## config.mk

```make
export PLATFORM = sky130hd
export DESIGN_NAME = multicycle_control
export DESIGN_NICKNAME = d
export VERILOG_FILES = /design/src/rtl/multicycle_control.sv
export SDC_FILE = /design/constraint.sdc
export NUM_CORES = 1
export LEC_CHECK = 0
export ABC_AREA = 1
export BUFFER_PORTS_ARGS = -buffer_cell sky130_fd_sc_hd__buf_2
export CORE_UTILIZATION = 50
export CTS_CLUSTER_DIAMETER = 200
export DETAILED_ROUTE_END_ITERATION = 10
export PLACE_DENSITY = 0.87
export SYNTH_ARGS = -nofsm -noshare
export SYNTH_HDL_FRONTEND = slang
export SYNTH_SLANG_ARGS = --single-unit
```

## constraint.sdc

```tcl
create_clock -name clk -period 2.8 [get_ports clk]
set_clock_uncertainty 0.15 [all_clocks]
set_input_delay 0.42 -clock clk [delete_from_list [all_inputs] [get_ports clk]]
set_output_delay 0.42 -clock clk [all_outputs]
set_load 0.02 [all_outputs]
```

## src/rtl/multicycle_control.sv

```systemverilog
`default_nettype none
// ============================================================================
//  Module      : multicycle_control
//  Description : Multi-cycle main control FSM. Sequences each instruction
//                through fetch/decode/execute/memory/writeback, emits the
//                datapath enables per state, stalls on mem_ready with a
//                bounded timeout and counts retired instructions.
//  Options     : MC_JUMP_EN - enables the j opcode (000010 -> JUMP state).
//  Revision    : 1.0 - initial release
// ============================================================================
module multicycle_control #(
  parameter int TIMEOUT = 16,
  parameter int CNT_W   = 16
) (
  input  logic             clk,
  input  logic             rst,
  input  logic [5:0]       opcode,
  input  logic             mem_ready,
  output logic             pc_write,
  output logic             pc_write_cond,
  output logic             iord,
  output logic             mem_read,
  output logic             mem_write,
  output logic             ir_write,
  output logic             mem_to_reg,
  output logic             reg_dst,
  output logic             reg_write,
  output logic             alu_src_a,
  output logic [1:0]       alu_src_b,
  output logic [1:0]       aluop,
  output logic [1:0]       pc_source,
  output logic [3:0]       state,
  output logic             instr_done,
  output logic             illegal,
  output logic             mem_timeout,
  output logic [CNT_W-1:0] retired
);

  localparam int                WAIT_W      = $clog2(TIMEOUT);
  localparam logic [WAIT_W-1:0] C_WAIT_LAST = WAIT_W'(TIMEOUT - 1);

  localparam logic [5:0] C_OP_R    = 6'b000000;
  localparam logic [5:0] C_OP_LW   = 6'b100011;
  localparam logic [5:0] C_OP_SW   = 6'b101011;
  localparam logic [5:0] C_OP_BEQ  = 6'b000100;
  localparam logic [5:0] C_OP_ANDI = 6'b001100;
`ifdef MC_JUMP_EN
  localparam logic [5:0] C_OP_J    = 6'b000010;
`endif

  typedef enum logic [3:0] {
    S_FETCH   = 4'd0,
    S_DECODE  = 4'd1,
    S_MEMADR  = 4'd2,
    S_MEMRD   = 4'd3,
    S_MEMWB   = 4'd4,
    S_MEMWR   = 4'd5,
    S_EXEC    = 4'd6,
    S_RWB     = 4'd7,
    S_BRANCH  = 4'd8,
    S_ANDI_EX = 4'd9,
    S_ANDI_WB = 4'd10,
    S_JUMP    = 4'd11
  } state_t;

  state_t             state_q, state_d;
  logic [WAIT_W-1:0]  wait_q, wait_d;
  // lw/sw choice is captured in DECODE so MEMADR does not depend on opcode later
  logic               is_lw_q, is_lw_d;
  logic [CNT_W-1:0]   retired_q, retired_d;
  logic               mem_wait;

  // State, wait counter, load/store flag and retirement counter registers
  always_ff @(posedge clk) begin
    if (rst) begin
      state_q   <= S_FETCH;
      wait_q    <= '0;
      is_lw_q   <= 1'b0;
      retired_q <= '0;
    end else begin
      state_q   <= state_d;
      wait_q    <= wait_d;
      is_lw_q   <= is_lw_d;
      retired_q <= retired_d;
    end
  end

  // Next-state, per-state datapath controls and memory-wait timeout
  always_comb begin
    state_d       = state_q;
    wait_d        = '0;
    is_lw_d       = is_lw_q;
    mem_wait      = 1'b0;
    pc_write      = 1'b0;
    pc_write_cond = 1'b0;
    iord          = 1'b0;
    mem_read      = 1'b0;
    mem_write     = 1'b0;
    ir_write      = 1'b0;
    mem_to_reg    = 1'b0;
    reg_dst       = 1'b0;
    reg_write     = 1'b0;
    alu_src_a     = 1'b0;
    alu_src_b     = 2'b00;
    aluop         = 2'b00;
    pc_source     = 2'b00;
    instr_done    = 1'b0;
    illegal       = 1'b0;
    mem_timeout   = 1'b0;

    case (state_q)
      S_FETCH: begin
        mem_wait  = 1'b1;
        mem_read  = 1'b1;
        alu_src_b = 2'b01;
        if (mem_ready) begin
          ir_write = 1'b1;
          pc_write = 1'b1;
          state_d  = S_DECODE;
        end
      end
      S_DECODE: begin
        alu_src_b = 2'b11;
        case (opcode)
          C_OP_R:    state_d = S_EXEC;
          C_OP_LW:   begin state_d = S_MEMADR; is_lw_d = 1'b1; end
          C_OP_SW:   begin state_d = S_MEMADR; is_lw_d = 1'b0; end
          C_OP_BEQ:  state_d = S_BRANCH;
          C_OP_ANDI: state_d = S_ANDI_EX;
`ifdef MC_JUMP_EN
          C_OP_J:    state_d = S_JUMP;
`endif
          default: begin
            illegal = 1'b1;
            state_d = S_FETCH;
          end
        endcase
      end
      S_MEMADR: begin
        alu_src_a = 1'b1;
        alu_src_b = 2'b10;
        state_d   = is_lw_q ? S_MEMRD : S_MEMWR;
      end
      S_MEMRD: begin
        mem_wait = 1'b1;
        mem_read = 1'b1;
        iord     = 1'b1;
        if (mem_ready) state_d = S_MEMWB;
      end
      S_MEMWB: begin
        reg_write  = 1'b1;
        mem_to_reg = 1'b1;
        instr_done = 1'b1;
        state_d    = S_FETCH;
      end
      S_MEMWR: begin
        mem_wait  = 1'b1;
        mem_write = 1'b1;
        iord      = 1'b1;
        if (mem_ready) begin
          instr_done = 1'b1;
          state_d    = S_FETCH;
        end
      end
      S_EXEC: begin
        alu_src_a = 1'b1;
        aluop     = 2'b10;
        state_d   = S_RWB;
      end
      S_RWB: begin
        reg_write  = 1'b1;
        reg_dst    = 1'b1;
        instr_done = 1'b1;
        state_d    = S_FETCH;
      end
      S_BRANCH: begin
        alu_src_a     = 1'b1;
        aluop         = 2'b01;
        pc_write_cond = 1'b1;
        pc_source     = 2'b01;
        instr_done    = 1'b1;
        state_d       = S_FETCH;
      end
      S_ANDI_EX: begin
        alu_src_a = 1'b1;
        alu_src_b = 2'b10;
        aluop     = 2'b11;
        state_d   = S_ANDI_WB;
      end
      S_ANDI_WB: begin
        reg_write  = 1'b1;
        instr_done = 1'b1;
        state_d    = S_FETCH;
      end
`ifdef MC_JUMP_EN
      S_JUMP: begin
        pc_write   = 1'b1;
        pc_source  = 2'b10;
        instr_done = 1'b1;
        state_d    = S_FETCH;
      end
`endif
      default: state_d = S_FETCH;
    endcase

    // Count consecutive stalled cycles; abort to FETCH on the last allowed one
    if (mem_wait && !mem_ready) begin
      if (wait_q == C_WAIT_LAST) begin
        mem_timeout = 1'b1;
        state_d     = S_FETCH;
        wait_d      = '0;
      end else begin
        wait_d = wait_q + 1'b1;
      end
    end

    retired_d = retired_q + CNT_W'(instr_done);
    state     = state_q;
    retired   = retired_q;

    // Reset silences every output immediately, not only after the edge
    if (rst) begin
      pc_write      = 1'b0;
      pc_write_cond = 1'b0;
      iord          = 1'b0;
      mem_read      = 1'b0;
      mem_write     = 1'b0;
      ir_write      = 1'b0;
      mem_to_reg    = 1'b0;
      reg_dst       = 1'b0;
      reg_write     = 1'b0;
      alu_src_a     = 1'b0;
      alu_src_b     = 2'b00;
      aluop         = 2'b00;
      pc_source     = 2'b00;
      instr_done    = 1'b0;
      illegal       = 1'b0;
      mem_timeout   = 1'b0;
      state         = 4'd0;
      retired       = '0;
    end
  end

endmodule
`default_nettype wire

```

==> results of run 1 <==
[power by group]
group / switching [uW] / total (uW) / internal, uW / leakage (uW)
clock: 107 / 160 / 53.5 / 0.0000177
sequential: 4.78 / 365 / 360 / 0.000202
combinational: 60.0 / 86.1 / 26.2 / 0.000710
total: 171 / 611 / 440 / 0.000930
[kinds of logic (layout without fill, tap and decap cells)]
| logic type | Yosys count | in the layout | share of synthesized area, % |
|---|---|---|---|
| AO/OA/AOI/OAI | 24 | 24 | 7.687 |
| XOR/XNOR | 4 | 4 | 2.174 |
| adder cells (fa/ha/maj) | 3 | 3 | 2.329 |
| buffers and inverters | 47 | 90 | 11.96 |
| flip-flops | 25 | 25 | 31.06 |
| other | 1 | 1 | 0.2327 |
| AND/OR/NAND/NOR | 158 | 158 | 44.57 |
[metrics by stage]
stage | hold WS, ns | worst slack, ns | instance area (um^2)
floorplan | 0.2679 | 0.5774 | 1612
global placement | 0.2832 | 0.6754 | 1858
detailed placement | 0.2941 | 0.5668 | 1858
CTS | 0.2591 | 0.5586 | 1886
global route | 0.2832 | 0.2767 | 1886
finish | 0.2793 | 0.5663 | 1886
[cell type report]
| class | instances | area (um^2) |
|---|---|---|
| fillers | 322 | 1167 |
| multi-input cells | 190 | 918.4 |
| flip-flops and latches | 25 | 500.5 |
| repair buffers | 47 | 237.7 |
| inverters | 39 | 146.4 |
| well taps | 44 | 55.05 |
| clock buffers | 3 | 22.52 |
| clock inverters | 1 | 5.005 |
[cell usage after synthesis]
| cell | count |
|---|---|
| a211oi_1 | 1 |
| a21oi_1 | 14 |
| a31oi_1 | 1 |
| buf_2 | 4 |
| buf_4 | 3 |
| clkbuf_1 | 1 |
| conb_1 | 1 |
| dfxtp_1 | 25 |
| ha_1 | 3 |
| inv_1 | 36 |
| inv_2 | 3 |
| nand2_1 | 41 |
| nand2_2 | 3 |
| nand3_1 | 19 |
| nand3_2 | 2 |
| nand3b_1 | 2 |
| nand4_1 | 5 |
| nor2_1 | 68 |
| nor2_2 | 3 |
| nor2_4 | 3 |
| nor3_1 | 10 |
| nor3_2 | 1 |
| nor3_4 | 1 |
| o21ai_0 | 8 |
| xnor2_1 | 1 |
| xor2_1 | 3 |
[routing by layer]
layer  track usage (%)  share of wire, %  up-vias
met5                 0                 0        -
met4             5.102              0.36        0
met3             4.615               4.7        2
met2             40.10                48       46
met1             28.24                47      753
li1                  -                 -      905
[worst paths after layout]
check / to / slack, ns / depth (start not counted) / startpoint
hold reg to reg: wait_q[0] / 0.31 / 1 / wait_q[0]
hold / removal: state_q[0] / 0.28 / 4 / mem_ready
setup reg to reg: retired_q[14] / 0.57 / 13 / state_q[1]
setup / recovery: retired_q[14] / 0.57 / 13 / state_q[1]
[critical path, stage by stage, from the launching register on]
cell	delay, ns
dfxtp_1	0.48
nand2_2	0.11
inv_1	0.09
nand2_1	0.06
o21ai_0	0.10
nor2_1	0.08
nand3_1	0.08
ha_1	0.18
ha_1	0.21
nand3_1	0.14
nor2_1	0.22
nand3_1	0.11
nand2_1	0.07
a21oi_1	0.05
[flip-flops by register name, summed over array words and instances (netlist names)]
| signal | flops |
|---|---|
| is_lw_q | 1 |
| retired_q | 16 |
| state_q | 4 |
| wait_q | 4 |
==> results.sh, run 1 <==
export IMPL_status="complete, no violations"
export IMPL_cts_resized=0
export IMPL_diodes=0
export IMPL_dr_pass1_iters=4
export IMPL_clockRootBuffer="clkbuf_4"
export IMPL_maxSlewViolCount=0
export IMPL_grt_antenna_before_repair=0
export IMPL_syn_nets=274
export IMPL_cts_tree="done"
export IMPL_overflow=0
export IMPL_seq_area_frac_synth_pct=31.06
export IMPL_nNetsFinal=318
export IMPL_grtUsageTotal_pct=22.67
export IMPL_clkLatencyLatePin_ns=0.32
export IMPL_hold_violations=0
export IMPL_crit_fanout=7
export IMPL_yosysWarningCount=0
export IMPL_maxClockFrequency_mhz=447.7
export IMPL_dp_cells=345
export IMPL_cts_htree_levels=1
export IMPL_cts_sinks=25
export IMPL_dp_hpwl_mm=2.859
export IMPL_total_power_uw=611.3
export IMPL_power_leakage_uw=0.0009299
export IMPL_synthDominantCellAreaShare_pct=31.06
export IMPL_post_synth_cell_area_avg_um2=6.151
export IMPL_ctsHoldBuffers=0
export IMPL_syn2layout_area_growth_pct=17.00
export IMPL_worstPathArrival_ns=2.30
export IMPL_numPortBuffers=46
export IMPL_ant_nets=0
export IMPL_grt_first_pass_wirelength_mm=6.141
export IMPL_io_pins=48
export IMPL_layout_common_cells="nor2_1, buf_2, nand2_1, inv_1, dfxtp_1"
export IMPL_final_common_cell="nor2_1"
export IMPL_rows=20
export IMPL_setup_violations=0
export IMPL_synth_distinct_cells=26
export IMPL_grt_max_degree=23
export IMPL_rsz0062_at_grt="false"
export IMPL_grt_pass1_vias=1482
export IMPL_die_w_um=58.77
export IMPL_ys_top_cells_by_area="dfxtp_1, nor2_1, nand2_1"
export IMPL_drive_gt1_share_pct=21.97
export IMPL_synth_top_area_cell="dfxtp_1"
export IMPL_fin_cells=349
export IMPL_critPathCaptureType="flip-flop"
export IMPL_irDropWorstVdd_uv=242.1
export IMPL_drt_first_iter_violations=104
export IMPL_post_cts_buffers=0
export IMPL_synth_cells=262
export IMPL_postLayoutCoreUtil_pct=61.76
export IMPL_post_route_min_period_ns=2.234
export IMPL_start_util_pct=52.79
export IMPL_hp_class="in2reg"
export IMPL_totalWireLength_mm=3.644
export IMPL_via_per_inst=4.888
export IMPL_num_vias=1706
export IMPL_powerDensity_mw_per_mm2=324.2
export IMPL_path_class="reg2reg"
export IMPL_wl_per_cell_um=10.44
export IMPL_finalCritPeriodShare_pct=79.78
export IMPL_cp_required_ns=2.87
export IMPL_drc=0
export IMPL_cts_buffers=3
export IMPL_drv_cap=0
export IMPL_synth_seq_cells=25
export IMPL_netlist_area_mm2=0.001612
export IMPL_design_core_area_mm2=0.003053
export IMPL_die_area_mm2=0.003454
export IMPL_die_h_um=58.77
export IMPL_cts_buffer_depth=2
export IMPL_final_setup_tns_ns=0
export IMPL_cp_start_kind="flip-flop"
export IMPL_place_gp_congestion=0.8997
export IMPL_clkTransAtPathRegs_ns=0.14
Note: power is estimated with default switching activity, not from simulation.
==> run 2, diff against run 1 <==
--- a/config.mk
+++ b/config.mk
@@ -5,12 +5,12 @@
 export SDC_FILE = /design/constraint.sdc
 export NUM_CORES = 1
 export LEC_CHECK = 0
-export ABC_AREA = 1
+export ABC_AREA = 0
 export BUFFER_PORTS_ARGS = -buffer_cell sky130_fd_sc_hd__buf_2
-export CORE_UTILIZATION = 50
+export CORE_UTILIZATION = 46
 export CTS_CLUSTER_DIAMETER = 200
 export DETAILED_ROUTE_END_ITERATION = 10
-export PLACE_DENSITY = 0.87
+export PLACE_DENSITY = 0.84
 export SYNTH_ARGS = -nofsm -noshare
 export SYNTH_HDL_FRONTEND = slang
 export SYNTH_SLANG_ARGS = --single-unit
==> constraint.sdc (replaced) <==
create_clock -name clk -period 2 [get_ports clk]
set_clock_uncertainty 0.15 [all_clocks]
set_input_delay 0.3 -clock clk [delete_from_list [all_inputs] [get_ports clk]]
set_output_delay 0.3 -clock clk [all_outputs]
set_load 0.02 [all_outputs]
==> run 2 against run 1 <==
Against the previous run: the flow now finishes with violations (setup timing); synthesized cell count down 22%; first-iteration DRC count down 42%; cell area increased by 29%; combinational power increased by 56%; critical path type is now reg2out; highest routed layer unchanged.
==> results.sh, run 2 <==
export IMPL_hold_depth=2
export IMPL_synthArstFlopShare_pct=0
export IMPL_rows=21
export IMPL_hp_start="opcode[3]"
export IMPL_grt_first_pass_wirelength_mm=6.265
export IMPL_drc=0
export IMPL_seq_area_frac_synth_pct=30.49
export IMPL_die_w_um=61.74
export IMPL_largest_register_ffs=16
export IMPL_critPathCaptureType="output port"
export IMPL_grt_pass1_vias=1428
export IMPL_design_core_area_mm2=0.003390
export IMPL_clkLatencyLatePin_ns=0.34
export IMPL_min_to="is_lw_q"
export IMPL_r2r_start="state_q[2]"
export IMPL_cts_buffer_depth=2
export IMPL_start_util_pct=48.43
export IMPL_maxSlewViolCount=0
export IMPL_layout_common_cells="buf_2, nor2_1, buf_4, dfxtp_1, nor2b_1"
export IMPL_overflow=0
export IMPL_numPortBuffers=46
export IMPL_register_area_um2=508.0
export IMPL_grt_antenna_before_repair=0
export IMPL_synth_commonest_cells="nor2_1, dfxtp_1, nor2b_1, nor3_1, a21oi_1"
export IMPL_n_fill_cell=240
export IMPL_die_h_um=61.74
export IMPL_crit_fanout=3
export IMPL_clockRootBuffer="clkbuf_4"
export IMPL_final_setup_tns_ns=-1.424
export IMPL_top_layer="met4"
export IMPL_place_gp_congestion=0.8795
export IMPL_worstPathArrival_ns=1.71
export IMPL_netlist_area_mm2=0.001642
export IMPL_syn_nets=216
export IMPL_hp_class="in2reg"
export IMPL_ant_nets=0
export IMPL_violations="setup timing"
export IMPL_cts_sinks=25
export IMPL_synth_top_flop_cell="dfxtp_1"
export IMPL_top_regs="retired_q x16, state_q x4, wait_q x4"
export IMPL_post_synth_cell_area_avg_um2=8.047
export IMPL_dp_hpwl_mm=2.823
export IMPL_totalWireLength_mm=4.654
export IMPL_path_class="reg2out"
export IMPL_syn2layout_area_growth_pct=48.17
export IMPL_wl_met2_mm=2.454
export IMPL_grt_max_degree=53
export IMPL_post_route_min_period_ns=2.163
export IMPL_die_area_mm2=0.003812
export IMPL_rsz0062_at_grt="true"
export IMPL_yosysMostFrequentCell="nor2_1"
export IMPL_wl_per_cell_um=14.96
export IMPL_synth_edff_count=0
export IMPL_synthDominantCellAreaShare_pct=30.49
export IMPL_setup_violations=16
export IMPL_largest_register="retired_q"
export IMPL_total_power_uw=898.8
export IMPL_drt_first_iter_violations=60
export IMPL_multi_input_area_mm2=0.001296
export IMPL_synth_cells=204
export IMPL_worst_r2r_endpoint="retired_q[15]"
export IMPL_irDropWorstVdd_uv=500.0
export IMPL_cp_start_kind="flip-flop"
export IMPL_grtUsageTotal_pct=22.40
export IMPL_diodes=0
export IMPL_nNetsFinal=278
export IMPL_place_area_mm2=0.002037
export IMPL_ctsHoldBuffers=0
export IMPL_power_leakage_uw=0.001024
export IMPL_hold_violations=0
export IMPL_io_pins=48
export IMPL_cts_buffers=3
export IMPL_reg2reg_depth=8
export IMPL_wl_met3_um=158
export IMPL_cp_required_ns=1.55
export IMPL_synth_top_area_cell="dfxtp_1"
export IMPL_drv_cap=0
export IMPL_yosysWarningCount=0
export IMPL_layout_setup_ws_ns=-0.1628
export IMPL_met1_length_mm=1.999
export IMPL_drive_gt1_share_pct=47.17
export IMPL_ys_top_cells_by_area="dfxtp_1, nor2b_1, nor2_1"
export IMPL_num_vias=1699
export IMPL_final_common_cell="buf_2"
export IMPL_finalCritPeriodShare_pct=108.1
export IMPL_synth_seq_cells=25
export IMPL_powerDensity_mw_per_mm2=369.5
export IMPL_synth_distinct_cells=51
export IMPL_cts_htree_levels=1
export IMPL_clkTransAtPathRegs_ns=0.15
export IMPL_cts_tree="done"
export IMPL_design_area_mm2=0.002432
export IMPL_dr_pass1_iters=4
export IMPL_status="complete, but fails checks"
export IMPL_maxClockFrequency_mhz=462.4
export IMPL_reg2reg_slack_ns=-0.12
export IMPL_via_per_inst=5.463
-- run 2: cell count changes in the layout (fill, tap and decap cells not counted), moves of 8 or more --
cell	before	now
nand2_1	41	6
buf_4	1	22
buf_2	46	34
nor2b_1	0	19
nor2_1	68	27
nand3_1	19	6
a21oi_1	14	6
buf_6	0	13
inv_1	36	6
-- run 2: cell families after synthesis --
kind of cell             count (synthesis)  share of synthesized area [%]
AND/OR/NAND/NOR                        107                          38.42
other                                    1                         0.2284
AO/OA/AOI/OAI                           31                          12.65
XOR/XNOR                                12                          6.402
multiplexers                             5                          3.277
adder cells (fa/ha/maj)                  3                          2.287
flip-flops                              25                          30.49
buffers and inverters                   20                          6.250
-- run 2: worst max-delay path by stage --
stage          slack [ns]       endpoint        from  cells past startpoint
2_1_floorplan       -0.13       pc_write  state_q[2]                      4
5_1_grt             -0.24       ir_write  state_q[3]                      4
6_report            -0.16       ir_write  state_q[3]                      4
3_5_place_dp        -0.08  retired_q[15]   mem_ready                      9
4_1_cts             -0.16       ir_write  state_q[3]                      4
3_3_place_gp        -0.06  retired_q[15]   mem_ready                      9
-- run 2: critical path, cell delays in order, from the launching register on --
cell	delay, ns
dfxtp_2	0.36
buf_6	0.11
or3_4	0.42
nor4b_4	0.30
buf_4	0.19
-- run 2: metal layers --
layer,GRT usage (%),up-vias
li1,-,828
met1,26.62,827
met2,39.02,40
met3,5.176,4
met4,8.889,0
met5,0,-
-- run 2: metrics by stage --
step                utilization [%]  setup WS (ns)  cells  hold WS [ns]
finish                        71.76        -0.1628    311       0.04945
global route                  71.76        -0.2362    311       0.05688
CTS                           65.41        -0.1566    307       0.05374
floorplan                         -        -0.1282    204        0.2597
detailed placement            60.10       -0.08090    298        0.2850
global placement              60.10       -0.05958    298        0.2826
-- run 2: where the power goes --
group | switching (uW) | internal (uW) | leakage [uW] | total (uW)
Combinational | 80.5 | 53.0 | 0.000802 | 134
Sequential | 3.35 | 501 | 0.000204 | 505
Clock | 179 | 81.9 | 0.0000183 | 261
Total | 263 | 636 | 0.00102 | 899
-- run 2: cell type report --
type | instances | share of cell area, %
Tap cell | 46 | 2.366
Sequential cell | 25 | 20.88
Clock buffer | 3 | 0.9259
Clock inverter | 1 | 0.3601
Timing Repair Buffer | 71 | 21.24
Multi-Input combinational cell | 159 | 53.29
Inverter | 6 | 0.9259
-- run 2: repair_timing --
item                       in CTS  in global routing
resized for setup              26                 45
buffers inserted                5                  4
pin swaps                       6                 14
setup endpoints to repair      22                 28
==> run 3, diff against run 2 <==
--- a/config.mk
+++ b/config.mk
@@ -7,10 +7,11 @@
 export LEC_CHECK = 0
 export ABC_AREA = 0
 export BUFFER_PORTS_ARGS = -buffer_cell sky130_fd_sc_hd__buf_2
-export CORE_UTILIZATION = 46
+export CORE_UTILIZATION = 50
 export CTS_CLUSTER_DIAMETER = 200
 export DETAILED_ROUTE_END_ITERATION = 10
-export PLACE_DENSITY = 0.84
+export PLACE_DENSITY = 0.87
+export SETUP_SLACK_MARGIN = 0.2
 export SYNTH_ARGS = -nofsm -noshare
 export SYNTH_HDL_FRONTEND = slang
 export SYNTH_SLANG_ARGS = --single-unit
==> constraint.sdc (replaced) <==
create_clock -name clk -period 2.3 [get_ports clk]
set_clock_uncertainty 0.15 [all_clocks]
set_input_delay 0.345 -clock clk [delete_from_list [all_inputs] [get_ports clk]]
set_output_delay 0.345 -clock clk [all_outputs]
set_load 0.02 [all_outputs]
==> run 3 against run 2 <==
Against the previous run: the run now ends clean; count of clock-buffer cells in the layout stayed put; combinational power is 20% lower; cell area is 3.7% lower; clock power is 19% lower; die area is 7.7% lower; sequential power is 13% lower; first-iteration DRC count is 130% higher; critical path type unchanged; largest power group unchanged.
==> results.sh, run 3 (synthesis results as in run 2) <==
export IMPL_grt_antenna_before_repair=0
export IMPL_drt_first_iter_violations=136
export IMPL_hp_class="in2reg"
export IMPL_finalCritPeriodShare_pct=96.94
export IMPL_die_w_um=59.30
export IMPL_cts_sinks=25
export IMPL_powerDensity_mw_per_mm2=322.5
export IMPL_reg2reg_slack_ns=0.16
export IMPL_place_gp_congestion=0.8555
export IMPL_dp_hpwl_mm=2.628
export IMPL_crit_buf_inv=2
export IMPL_drc=0
export IMPL_reg2reg_depth=8
export IMPL_crit_slowest_cell="or3_4"
export IMPL_endpoint="ir_write"
export IMPL_total_power_uw=755.3
export IMPL_setup_violations=0
export IMPL_grt_max_degree=41
export IMPL_crit_fanout=10
export IMPL_num_vias=1714
export IMPL_rsz0062_at_grt="true"
export IMPL_clkLatencyLatePin_ns=0.34
export IMPL_cts_buffer_depth=2
export IMPL_worst_r2r_endpoint="retired_q[15]"
export IMPL_syn2layout_area_growth_pct=42.68
export IMPL_die_area_mm2=0.003516
export IMPL_critical_path_max_stage_delay_ns=0.42
export IMPL_crit_chain="buf_8 > or3_4 > nor4b_4 > buf_4"
export IMPL_path_class="reg2out"
export IMPL_top_regs="retired_q x16, state_q x4, wait_q x4"
export IMPL_io_pins=48
export IMPL_r2r_start="state_q[2]"
export IMPL_cp_start_kind="flip-flop"
export IMPL_wl_met3_um=274
export IMPL_via_per_inst=5.583
export IMPL_rows=20
export IMPL_grt_first_pass_wirelength_mm=6.106
export IMPL_diodes=0
export IMPL_met1_length_mm=1.887
export IMPL_drive_gt1_share_pct=43.35
export IMPL_clockRootBuffer="clkbuf_4"
export IMPL_critPathCaptureType="output port"
export IMPL_numPortBuffers=46
export IMPL_die_h_um=59.30
export IMPL_hold_depth=2
export IMPL_grtUsageTotal_pct=22.54
export IMPL_layout_setup_ws_ns=0.07034
export IMPL_power_leakage_uw=0.001039
export IMPL_path_depth=4
export IMPL_wl_met2_mm=2.301
export IMPL_hold_violations=0
export IMPL_totalWireLength_mm=4.593
export IMPL_cts_htree_levels=1
export IMPL_post_route_min_period_ns=2.230
export IMPL_cts_tree="done"
export IMPL_final_common_cell="buf_2"
export IMPL_final_setup_tns_ns=0
export IMPL_overflow=0
export IMPL_place_ws_ns=0.1592
export IMPL_maxSlewViolCount=0
export IMPL_largest_register="retired_q"
export IMPL_wl_per_cell_um=14.96
export IMPL_nNetsFinal=276
export IMPL_drv_cap=0
export IMPL_worstPathArrival_ns=1.73
export IMPL_startpoint="state_q[2]"
export IMPL_start_util_pct=53.33
export IMPL_hp_start="opcode[3]"
export IMPL_cp_required_ns=1.80
export IMPL_clkTransAtPathRegs_ns=0.14
export IMPL_maxClockFrequency_mhz=448.5
export IMPL_top_layer="met4"
export IMPL_irDropWorstVdd_uv=434.4
export IMPL_cts_buffers=3
export IMPL_grt_pass1_vias=1455
export IMPL_hold_ws_ns=0.1054
export IMPL_postLayoutCoreUtil_pct=76.10
export IMPL_dr_pass1_iters=4
export IMPL_n_fill_cell=207
export IMPL_design_core_area_mm2=0.003078
export IMPL_ctsHoldBuffers=0
export IMPL_status="complete, no violations"
export IMPL_largest_register_ffs=16
export IMPL_crit_family="simple AND/OR/NAND/NOR gates"
export IMPL_ant_nets=0
export IMPL_layout_common_cells="buf_2, nor2_1, buf_4, dfxtp_1, nor2b_1"
==> run 3: where the power goes <==
group          internal (uW)  total, uW  switching (uW)
registers                434        437            3.43
logic                   40.1        107            66.6
clock network           66.8        211             144
total                    541        755             214
==> run 3: repair_timing <==
| item | CTS | global route |
|---|---|---|
| setup buffers | 6 | 10 |
| pin swaps | 4 | 9 |
| gates resized for setup | 25 | 29 |
| endpoints found under the setup margin | 13 | 21 |
| cloned | 0 | 0 |
==> run 3: cell type report <==
| cell class | instances | area (um^2) | area share, % |
|---|---|---|---|
| sequential | 25 | 513.0 | 21.90 |
| multi-input combinational | 159 | 1265 | 54.01 |
| clock buffer | 3 | 22.52 | 0.9615 |
| timing repair buffer | 69 | 456.7 | 19.50 |
| inverter | 6 | 22.52 | 0.9615 |
| tap | 44 | 55.05 | 2.350 |
| clock inverter | 1 | 7.507 | 0.3205 |
==> run 3: worst min-delay path by stage <==
stage                endpoint  slack [ns]
finish                is_lw_q        0.11
detailed placement  wait_q[0]        0.29
global placement    wait_q[0]        0.28
CTS                   is_lw_q        0.11
global route          is_lw_q        0.12
floorplan           wait_q[0]        0.27
==> run 3: through the flow <==
step | std cells | area [um^2]
2_1_floorplan | 204 | 1690
3_3_place_gp | 287 | 1942
3_5_place_dp | 287 | 1942
4_1_cts | 297 | 2127
5_1_grt | 307 | 2342
6_report | 307 | 2342
==> run 3: layer usage <==
layer,vias up,global-route usage (%)
met2,75,39.49
met3,20,5.240
met4,0,7.143
met5,-,0
met1,793,27.03
li1,826,-
==> run 3: worst reg2reg max path, stage by stage, from the launching register on <==
cell and delay, ns:
dfxtp_2 0.37, buf_4 0.12, nor2b_4 0.17, o2bb2ai_4 0.15, ha_4 0.17, and4_4 0.25, nand3_4 0.13, nor4_4 0.18
mux2_2 0.36
